### src/rtl/ps2_scancode_decoder.sv
// rtl/ps2_scancode_decoder.sv - PS/2 Set-2 scan-code sequence decoder with event FIFO
//
// Turns the byte stream from the PS/2 receive stage into single key events
// {ext, release, code}. It understands E0 (extended) and F0 (break) prefixes,
// drops the print-screen fake-shift codes, and collapses the 8-byte E1 Pause
// sequence into one extended make of code 77. Keyboard control/status bytes
// are reported on a separate strobe. Events are queued in a small FIFO.
//
// Optional feature macro: PS2_MODIFIER_TRACK_EN
//   defined   : mod_shift/mod_ctrl/mod_alt follow make/break of the modifier keys
//   undefined : mod_* are tied low and no tracking logic is built
//
// Ports:
//   clk, rst        system clock, asynchronous active-high reset
//   rx_data         byte from receive stage, qualified by rx_done_stb
//   rx_done_stb     one-cycle strobe, new byte on rx_data
//   out_valid       FIFO non-empty
//   out_ready       consumer pops the head entry when out_valid & out_ready
//   out_code        head entry scan code
//   out_ext         head entry is extended (E0 or Pause)
//   out_release     head entry is a break (key up)
//   ctrl_stb        one-cycle pulse, control/status byte received
//   ctrl_code       last control/status byte, held until the next ctrl_stb
//   overflow_stb    one-cycle pulse, an event was dropped because the FIFO was full
//   mod_shift       left or right shift held
//   mod_ctrl        left or right ctrl held
//   mod_alt         left or right alt held

module ps2_scancode_decoder #(
  parameter int FIFO_DEPTH     = 8,
  parameter int TIMEOUT_CYCLES = 100000
) (
  input  logic       clk,
  input  logic       rst,
  input  logic [7:0] rx_data,
  input  logic       rx_done_stb,
  output logic       out_valid,
  input  logic       out_ready,
  output logic [7:0] out_code,
  output logic       out_ext,
  output logic       out_release,
  output logic       ctrl_stb,
  output logic [7:0] ctrl_code,
  output logic       overflow_stb,
  output logic       mod_shift,
  output logic       mod_ctrl,
  output logic       mod_alt
);

  localparam int AW = (FIFO_DEPTH > 1) ? $clog2(FIFO_DEPTH) : 1;
  localparam int CW = AW + 1;
  localparam int TW = $clog2(TIMEOUT_CYCLES) + 1;
  localparam logic [TW-1:0] TMO_LAST = TW'(TIMEOUT_CYCLES - 1);
  localparam logic [CW-1:0] FULL_CNT = CW'(FIFO_DEPTH);

  typedef enum logic [2:0] {
    S_IDLE,
    S_E0,
    S_F0,
    S_E0F0,
    S_PAUSE
  } state_t;

  state_t          state;
  state_t          nxt_state;
  logic [2:0]      pause_cnt;
  logic [TW-1:0]   tmo_cnt;

  logic            push_en;
  logic            push_ext;
  logic            push_rel;
  logic [7:0]      push_code;
  logic            ctrl_hit;
  logic            is_fake_shift;
  logic            is_ctrl_byte;

  // Print-screen wraps its code in E0 12 / E0 59 (and their breaks); these
  // are not real shift presses and must not become events.
  assign is_fake_shift = (rx_data == 8'h12) || (rx_data == 8'h59);
  assign is_ctrl_byte  = rx_data inside {8'hAA, 8'hFA, 8'hEE, 8'hFE,
                                         8'hFC, 8'hFD, 8'h00, 8'hFF};

  // Sequence decode: what this byte means in the current state.
  always_comb begin
    nxt_state = state;
    push_en   = 1'b0;
    push_ext  = 1'b0;
    push_rel  = 1'b0;
    push_code = rx_data;
    ctrl_hit  = 1'b0;
    if (rx_done_stb) begin
      case (state)
        S_IDLE: begin
          if (rx_data == 8'hE0)      nxt_state = S_E0;
          else if (rx_data == 8'hF0) nxt_state = S_F0;
          else if (rx_data == 8'hE1) nxt_state = S_PAUSE;
          else if (is_ctrl_byte)     ctrl_hit  = 1'b1;
          else                       push_en   = 1'b1;
        end
        S_E0: begin
          if (rx_data == 8'hF0) begin
            nxt_state = S_E0F0;
          end else begin
            nxt_state = S_IDLE;
            push_en   = !is_fake_shift;
            push_ext  = 1'b1;
          end
        end
        S_F0: begin
          nxt_state = S_IDLE;
          push_en   = 1'b1;
          push_rel  = 1'b1;
        end
        S_E0F0: begin
          nxt_state = S_IDLE;
          push_en   = !is_fake_shift;
          push_ext  = 1'b1;
          push_rel  = 1'b1;
        end
        S_PAUSE: begin
          // Byte contents inside the Pause sequence are ignored; only the
          // count matters. The last byte emits a single extended make.
          if (pause_cnt == 3'd1) begin
            nxt_state = S_IDLE;
            push_en   = 1'b1;
            push_ext  = 1'b1;
            push_code = 8'h77;
          end
        end
        default: nxt_state = S_IDLE;
      endcase
    end
  end

  // Sequence state, Pause byte count, inter-byte timeout, control strobe.
  always_ff @(posedge clk or posedge rst) begin
    if (rst) begin
      state     <= S_IDLE;
      pause_cnt <= 3'd0;
      tmo_cnt   <= '0;
      ctrl_stb  <= 1'b0;
      ctrl_code <= 8'h00;
    end else begin
      ctrl_stb <= ctrl_hit;
      if (ctrl_hit) ctrl_code <= rx_data;

      if (rx_done_stb) begin
        state   <= nxt_state;
        tmo_cnt <= '0;
        if (state == S_IDLE && nxt_state == S_PAUSE) pause_cnt <= 3'd7;
        else if (state == S_PAUSE)                   pause_cnt <= pause_cnt - 3'd1;
      end else if (state == S_IDLE) begin
        tmo_cnt <= '0;
      end else if (tmo_cnt == TMO_LAST) begin
        // Stalled mid-sequence: abandon it without emitting anything.
        state   <= S_IDLE;
        tmo_cnt <= '0;
      end else begin
        tmo_cnt <= tmo_cnt + 1'b1;
      end
    end
  end

  // Event FIFO, entry = {ext, release, code}.
  logic [9:0]    fifo_mem [FIFO_DEPTH];
  logic [AW-1:0] wr_ptr;
  logic [AW-1:0] rd_ptr;
  logic [CW-1:0] count;
  logic          fifo_full;
  logic          pop;
  logic          push_ok;
  logic [9:0]    head;

  assign fifo_full = (count == FULL_CNT);
  assign out_valid = (count != '0);
  assign pop       = out_valid && out_ready;
  // A pop in the same cycle frees the slot, so a full FIFO still accepts.
  assign push_ok   = push_en && (!fifo_full || pop);
  assign head      = fifo_mem[rd_ptr];

  // Head is gated so outputs read zero while empty (including out of reset).
  assign out_code    = out_valid ? head[7:0] : 8'h00;
  assign out_release = out_valid ? head[8]   : 1'b0;
  assign out_ext     = out_valid ? head[9]   : 1'b0;

  always_ff @(posedge clk) begin
    if (push_ok) fifo_mem[wr_ptr] <= {push_ext, push_rel, push_code};
  end

  always_ff @(posedge clk or posedge rst) begin
    if (rst) begin
      wr_ptr       <= '0;
      rd_ptr       <= '0;
      count        <= '0;
      overflow_stb <= 1'b0;
    end else begin
      overflow_stb <= push_en && !push_ok;
      if (push_ok) wr_ptr <= wr_ptr + 1'b1;
      if (pop)     rd_ptr <= rd_ptr + 1'b1;
      case ({push_ok, pop})
        2'b10:   count <= count + 1'b1;
        2'b01:   count <= count - 1'b1;
        default: count <= count;
      endcase
    end
  end

`ifdef PS2_MODIFIER_TRACK_EN
  // Left and right keys are tracked separately so releasing one side does
  // not clear the modifier while the other side is still held. Dropped
  // events still update the state so it tracks the physical keyboard.
  logic l_shift, r_shift, l_ctrl, r_ctrl, l_alt, r_alt;

  always_ff @(posedge clk or posedge rst) begin
    if (rst) begin
      l_shift <= 1'b0;
      r_shift <= 1'b0;
      l_ctrl  <= 1'b0;
      r_ctrl  <= 1'b0;
      l_alt   <= 1'b0;
      r_alt   <= 1'b0;
    end else if (push_en) begin
      if (!push_ext && push_code == 8'h12) l_shift <= !push_rel;
      if (!push_ext && push_code == 8'h59) r_shift <= !push_rel;
      if (!push_ext && push_code == 8'h14) l_ctrl  <= !push_rel;
      if ( push_ext && push_code == 8'h14) r_ctrl  <= !push_rel;
      if (!push_ext && push_code == 8'h11) l_alt   <= !push_rel;
      if ( push_ext && push_code == 8'h11) r_alt   <= !push_rel;
    end
  end

  assign mod_shift = l_shift || r_shift;
  assign mod_ctrl  = l_ctrl  || r_ctrl;
  assign mod_alt   = l_alt   || r_alt;
`else
  assign mod_shift = 1'b0;
  assign mod_ctrl  = 1'b0;
  assign mod_alt   = 1'b0;
`endif

endmodule

### config.mk
export PLATFORM = sky130hd
export DESIGN_NAME = ps2_scancode_decoder
export DESIGN_NICKNAME = d
export VERILOG_FILES = /design/src/rtl/ps2_scancode_decoder.sv
export SDC_FILE = /design/constraint.sdc
export NUM_CORES = 1
export LEC_CHECK = 0
export CORE_ASPECT_RATIO = 1.1
export CORE_MARGIN = 2
export CORE_UTILIZATION = 61
export CTS_BUF_LIST = sky130_fd_sc_hd__clkbuf_8
export DETAILED_ROUTE_END_ITERATION = 10
export PLACE_DENSITY = 0.82
export SLEW_MARGIN = 20
export SYNTH_ARGS = -nofsm -noshare
export SYNTH_HDL_FRONTEND = slang
export SYNTH_SLANG_ARGS = --single-unit
### constraint.sdc
create_clock -name clk -period 4.6 [get_ports clk]
set_input_delay 0.46 -clock clk [delete_from_list [all_inputs] [get_ports clk]]
set_output_delay 0.46 -clock clk [all_outputs]
set_load 0.005 [all_outputs]
### Yosys cells after proc, flatten, opt, wreduce, memory -nomap -nowiden

Memory sizes are Yosys's and may differ from the RTL's.
Index checks and enable logic that the tools add are counted.

| cells by class | value |
|---|---|
| $add $sub $neg | 6 |
| equal/unequal tests | 23 |
| multiplexer cells | 43 |
| reduce and logical (&&, ||, !) cells | 19 |

Operators by type and width:

| operator | count |
|---|---|
| $eq A8 B8 Y1 const B | 10 |
| $mux W18 | 3 |
| $mux W8 | 4 |
| $mux W3 | 10 |
| $mux W1 | 21 |
| $add A18 B1 Y18 const B | 1 |
| $eq A18 B17 Y1 const B | 1 |
| $pmux W3 S3 | 1 |
| $eq A8 B5 Y1 const B | 1 |
| $eq A8 B7 Y1 const B | 1 |
| $logic_not A8 Y1 | 1 |
| $pmux W4 S2 | 1 |
| $reduce_bool A8 Y1 | 1 |
| $add A3 B1 Y3 const B | 2 |
| $eq A3 B1 Y1 const B | 2 |
| $eq A3 B2 Y1 const B | 2 |
| $eq A3 B3 Y1 const B | 2 |
| $reduce_bool A2 Y1 | 3 |
| $pmux W1 S5 | 1 |
| $add A4 B1 Y4 const B | 1 |
| $eq A4 B4 Y1 const B | 1 |
| $logic_and A1 B1 Y1 | 4 |
| $reduce_and A2 Y1 | 2 |
| $reduce_bool A4 Y1 | 1 |
| 11 further kinds | 14 |

| word-level totals | value |
|---|---|
| register bits after elaboration | 44 |
| bits in writable memories | 80 |
| input bits | 12 |
| output and inout port bits | 24 |
| word-level logic and storage cells | 101 |
| memories kept | 1 |

Memory list:

| memory | depth | width | read ports | clocked after memory_dff | wr ports | RTL line | RTL |
|---|---|---|---|---|---|---|---|
| fifo_mem | 8 | 10 | 1 | 0 | 1 | 165 | `logic [9:0] fifo_mem [FIFO_DEPTH];` |

### Depth between registers and ports, before layout

| logic depth | value |
|---|---|
| depth after elaboration | 11 |
| gate-level depth with buffers | 13 |
| mapped depth without buffers | 13 |

### Least setup slack after synthesis

No wires, ideal clock.

| path | value |
|---|---|
| path type | reg2reg |
| from | reg state[1] |
| to | mem fifo_mem[6][0] (enable) |
| library setup time | 407 ps |
| data arrival time | 2792 ps |
| required time | 4193 ps |
| setup slack | 1400 ps |
| cell stages (with the launch flop) | 8 |
| buffers on the path | 1 |
| period minus slack after synthesis | 3200 ps |
| path through | dfrtp_1 -> buf_6 -> or3b_4 -> a311oi_2 -> nand4_2 -> nand3_4 -> nand2_4 -> nor4b_1 |

| between the ends | value |
|---|---|
| longest elaborated chain between the ends | 6 |
| elaborated cells between the ends (all ways) | 10 |
| those cells by class | eq/ne (4); mux (4); reduce/logical (2) |

RTL lines:

| element | RTL line | RTL |
|---|---|---|
| from (decl) | 64 | `state_t state;` |
| from (signal assigned) | 148 | `state <= nxt_state;` |
| $eq A3 B3 Y1, or another cell as far along | 92 | `case (state)` |
| $pmux W1 S5 (*) | 92 |  |
| $mux W1 (*) | 91 | `if (rx_done_stb) begin` |
| $logic_and A1 B1 Y1 (*) | 178 | `assign push_ok = push_en && (!fifo_full \|\| pop);` |
| $mux W1 (*) | 187 | `if (push_ok) fifo_mem[wr_ptr] <= {push_ext, push_rel, push_code};` |
| $mux W1 (implied by the code) (*) | 187 |  |
| to (decl) | 165 |  |

Every way passes the cells marked *; elsewhere a longest branch is shown, timed or not.

### Final worst setup path

| path | value |
|---|---|
| from | reg rd_ptr[1] |
| to | out out_release |

| between the ends | value |
|---|---|
| longest elaborated chain between the ends | 2 |

RTL lines:

| element | RTL line | RTL |
|---|---|---|
| from (decl) | 167 | `logic [AW-1:0] rd_ptr;` |
| from (signal assigned) | 199 | `if (pop) rd_ptr <= rd_ptr + 1'b1;` |
| $mem_v2 Z8 W10 | n/a |  |
| $mux W1 | 183 | `assign out_release = out_valid ? head[8] : 1'b0;` |
| to (decl) | 41 | `output logic out_release,` |

No other way between the ends.

==> results by group <==
Status
  – Outcome: finished, final reports clean

STA
  – Final min period: 3060 ps
  – Max frequency: approximately 0.33 GHz
  – Setup ws final: 1540 ps
  – TNS Setup: 0 ps
  – Final Skew: just under 6 ps
  – Final Max Slew Viols: 0
  – Final period utilization: 66.5%
  – Rel. slew slack: between 30% and 40%
  – RSZ-0062 raised after global routing: no
  – Count of final hold-check violations: 0
  – Final Setup Violations: 0
  – Worst hold slack: 478 ps
  – Slew @ Worst Pin: slightly below 1000 ps

Logic synthesis
  – Share of the synthesized area in the top cell type: 43.4%
  – Post-synth top area cell: edfxtp_1
  – Commonest cells in the netlist: 80 x edfxtp_1, 44 x dfrtp_1, 36 x nor2_1, 22 x nand2_1, 20 x mux4_2
  – Netlist cell types: 56
  – Synth Instances: approximately 380
  – Post-synth EDFFs: 80
  – Synthesized flop and latch total: roughly 120
  – Ys Warns: 0
  – Dominant synthesized flop cell: edfxtp_1
  – Post-synthesis cell area: about 5500 µm²
  – Area contributors post-synth: edfxtp_1 43%, dfrtp_1 20%, mux4_2 8.1%
  – Seq/Total Area, Yosys: a little under two thirds
  – Count leader, synth: edfxtp_1
  – Fraction of registers with async set/reset: between 30% and 40%
  – Average cell area after synthesis: around 15 µm²

Setup path
  – Largest stage delay on the critical path: around 1000 ps
  – FF-to-FF End: count[3]
  – Critical path type: flop to output pin
  – Critical path arrival: around 2600 ps
  – Worst setup SP type: flop
  – Largest fanout on the critical path: 22
  – Reg2reg path depth: 11
  – Launch point of the worst reg-to-reg path: state[1]
  – Internal reg-to-reg setup slack: around 1700 ps
  – Slowest-stage cell, CP: dfrtp_1
  – CP required: roughly 4100 ps
  – Critical path cell sequence: mux4_2 > mux2i_1 > nor2_1 > clkdlybuf4s50_1
  – Critical path capture point type: output pin

Place
  – Gpl congestion: 0.907
  – Place WS: approximately 1200 ps
  – HPWL after DPL: 7.22 mm
  – Port Buffer Count: 32

CTS
  – H-tree lvl count: 4
  – Total CTS buffers: 17
  – Resized Gates After CTS: 0
  – Root Buffer: clkbuf_8
  – Post-CTS Setup Inserts: 0
  – CTS Hold Bufs: 0
  – Clock Path Buffers: 2
  – CTS tree: built
  – Clock latency on the worst-skew pair: about 420 ps
  – Clock Sinks: about 120
  – Clk slew on worst S/H paths: roughly 70 ps

Global routing
  – Met3 global-route usage: just over 6%
  – Total Routing Usage GR: a little under a quarter
  – First-pass GRT wire length: around 17 mm
  – Met2 usage: 39.2%
  – GR peak layer: met2
  – Pin count of the biggest net entering global routing: 45
  – Number of antenna violations at the first check in global routing: 0
  – Met1 Usage GRT: 30.0%
  – Vias in the first global route: roughly 3300
  – Global route overflow: 0

Layout
  – Storage cell area: 3500 µm²
  – Fin nets: 449
  – Fraction of layout cells with a size suffix above 1: between 10% and 20%
  – Diode count: 0
  – Filler instances: approximately 570
  – Fin util: approximately three quarters
  – Area delta synth->final: 17.0%
  – Area occupied by multi-input gates: 1950 µm²

Pwr
  – Pwr Total: 3.47 mW
  – P_leak: about 2.4 nW
  – Pwr/cell area: 537 nW/µm²
  – Worst vdd ir: between 0.0002 and 0.00025 V

Detailed routing
  – Routed len/inst: between 15 and 20 µm
  – Drt first-iter violations: 240
  – DR vias/cell: 5.89
  – Drc violations: 0
  – Routed Wire Length: ~10 mm
  – DR vias: 3268
  – DRT antenna net count: 0
  – Detailed Routing Iterations Pass 1: 4

Flow run
  – Max Cap Viol: 0

Die
  – Overall die area: 9840 µm²
  – Die width: 94.8 µm
  – Standard-cell rows: 36
  – I/O pin total: 36
  – Chip Height: between 100 and 150 µm
  – Core area: between 8000 and 9000 µm²
  – Starting density of the core: 62.6%

Worst hold path
  – Min-delay worst type: input port to asynchronous set/reset pin
==> flip-flops by register name, indices dropped and copies added (netlist names) <==
signal	flops
fifo_mem	80
tmo_cnt	18
ctrl_code	8
count	4
pause_cnt	3
rd_ptr	3
state	3
wr_ptr	3
ctrl_stb	1
overflow_stb	1
==> logic make-up after synthesis <==
kind of cell    Yosys count  share of synthesized area [%]
compound gates           23                           2.99
xor+xnor                 24                           3.80
fa+ha+maj                 8                           1.95
buf+inv                  30                           2.49
flops                   124                           63.3
mux                      43                           12.6
other cells               1                         0.0678
simple gates            128                           12.8
==> power by group <==
group,internal (mW),switching [mW]
Combinational,0.567,0.402
Sequential,1.36,0.166
Clock,0.578,0.399
Total,2.51,0.967
==> worst max path at each step <==
stage	from	to	slack (ps)	cells after the start
after detailed placement	rx_done_stb	count[3]	1230	12
after CTS	rd_ptr[1]	out_release	1490	4
after global routing	rd_ptr[1]	out_release	1370	4
final	rd_ptr[1]	out_release	1540	4
after global placement	rx_done_stb	count[3]	1340	12
after floorplan	state[1]	fifo_mem[6][0]	1400	7
==> metal layers <==
layer / routed length [µm] / vias up
li1: - / 1510
met1: 4190 / 1667
met2: 5660 / 78
met3: 414 / 13
met4: 163 / 0
met5: 0 / -
==> critical path: cells and delay by family, from the launching register on <==
| kind | cells | cell delay [ps] |
|---|---|---|
| buffers and inverters | 1 | 450 |
| muxes | 2 | 660 |
| DFF | 1 | 990 |
| and+or+nand+nor | 1 | 80 |
==> cell type report <==
cell class,instances,share of cell area (%)
flip-flops and latches,124,54.1
repair buffers,46,6.57
clock inverters,14,2.73
inverters,11,0.638
multi-input cells,229,30.1
well taps,114,2.20
clock buffers,17,3.62
==> stage by stage <==
| stage | instances | cell area, µm² |
|---|---|---|
| after detailed placement | 524 | 6060 |
| after CTS | 555 | 6470 |
| final | 555 | 6470 |
| after global routing | 555 | 6470 |
| after floorplan | 383 | 5540 |
| after global placement | 524 | 6050 |
==> layout by cell type (no fill, tap or decap), types with 3 or more instances in the layout <==
cell,count
edfxtp_1,80
dfrtp_1,44
nor2_1,36
clkdlybuf4s50_1,32
nand2_1,22
mux4_2,20
clkbuf_8,17
buf_4,14
mux2i_1,13
xor2_1,12
xnor2_1,12
nand3_1,11
nand2b_1,10
inv_1,10
mux2_2,9
o21ai_0,7
and3_1,7
ha_1,7
nand4_1,5
clkinv_1,5
nor3_1,4
nand3b_1,4
and2_1,4
nor4b_2,4
bufinv_16,4
nor4_1,3
nor4_2,3
conb_1,3
clkinvlp_4,3
Note: power is estimated with default switching activity, not from simulation.
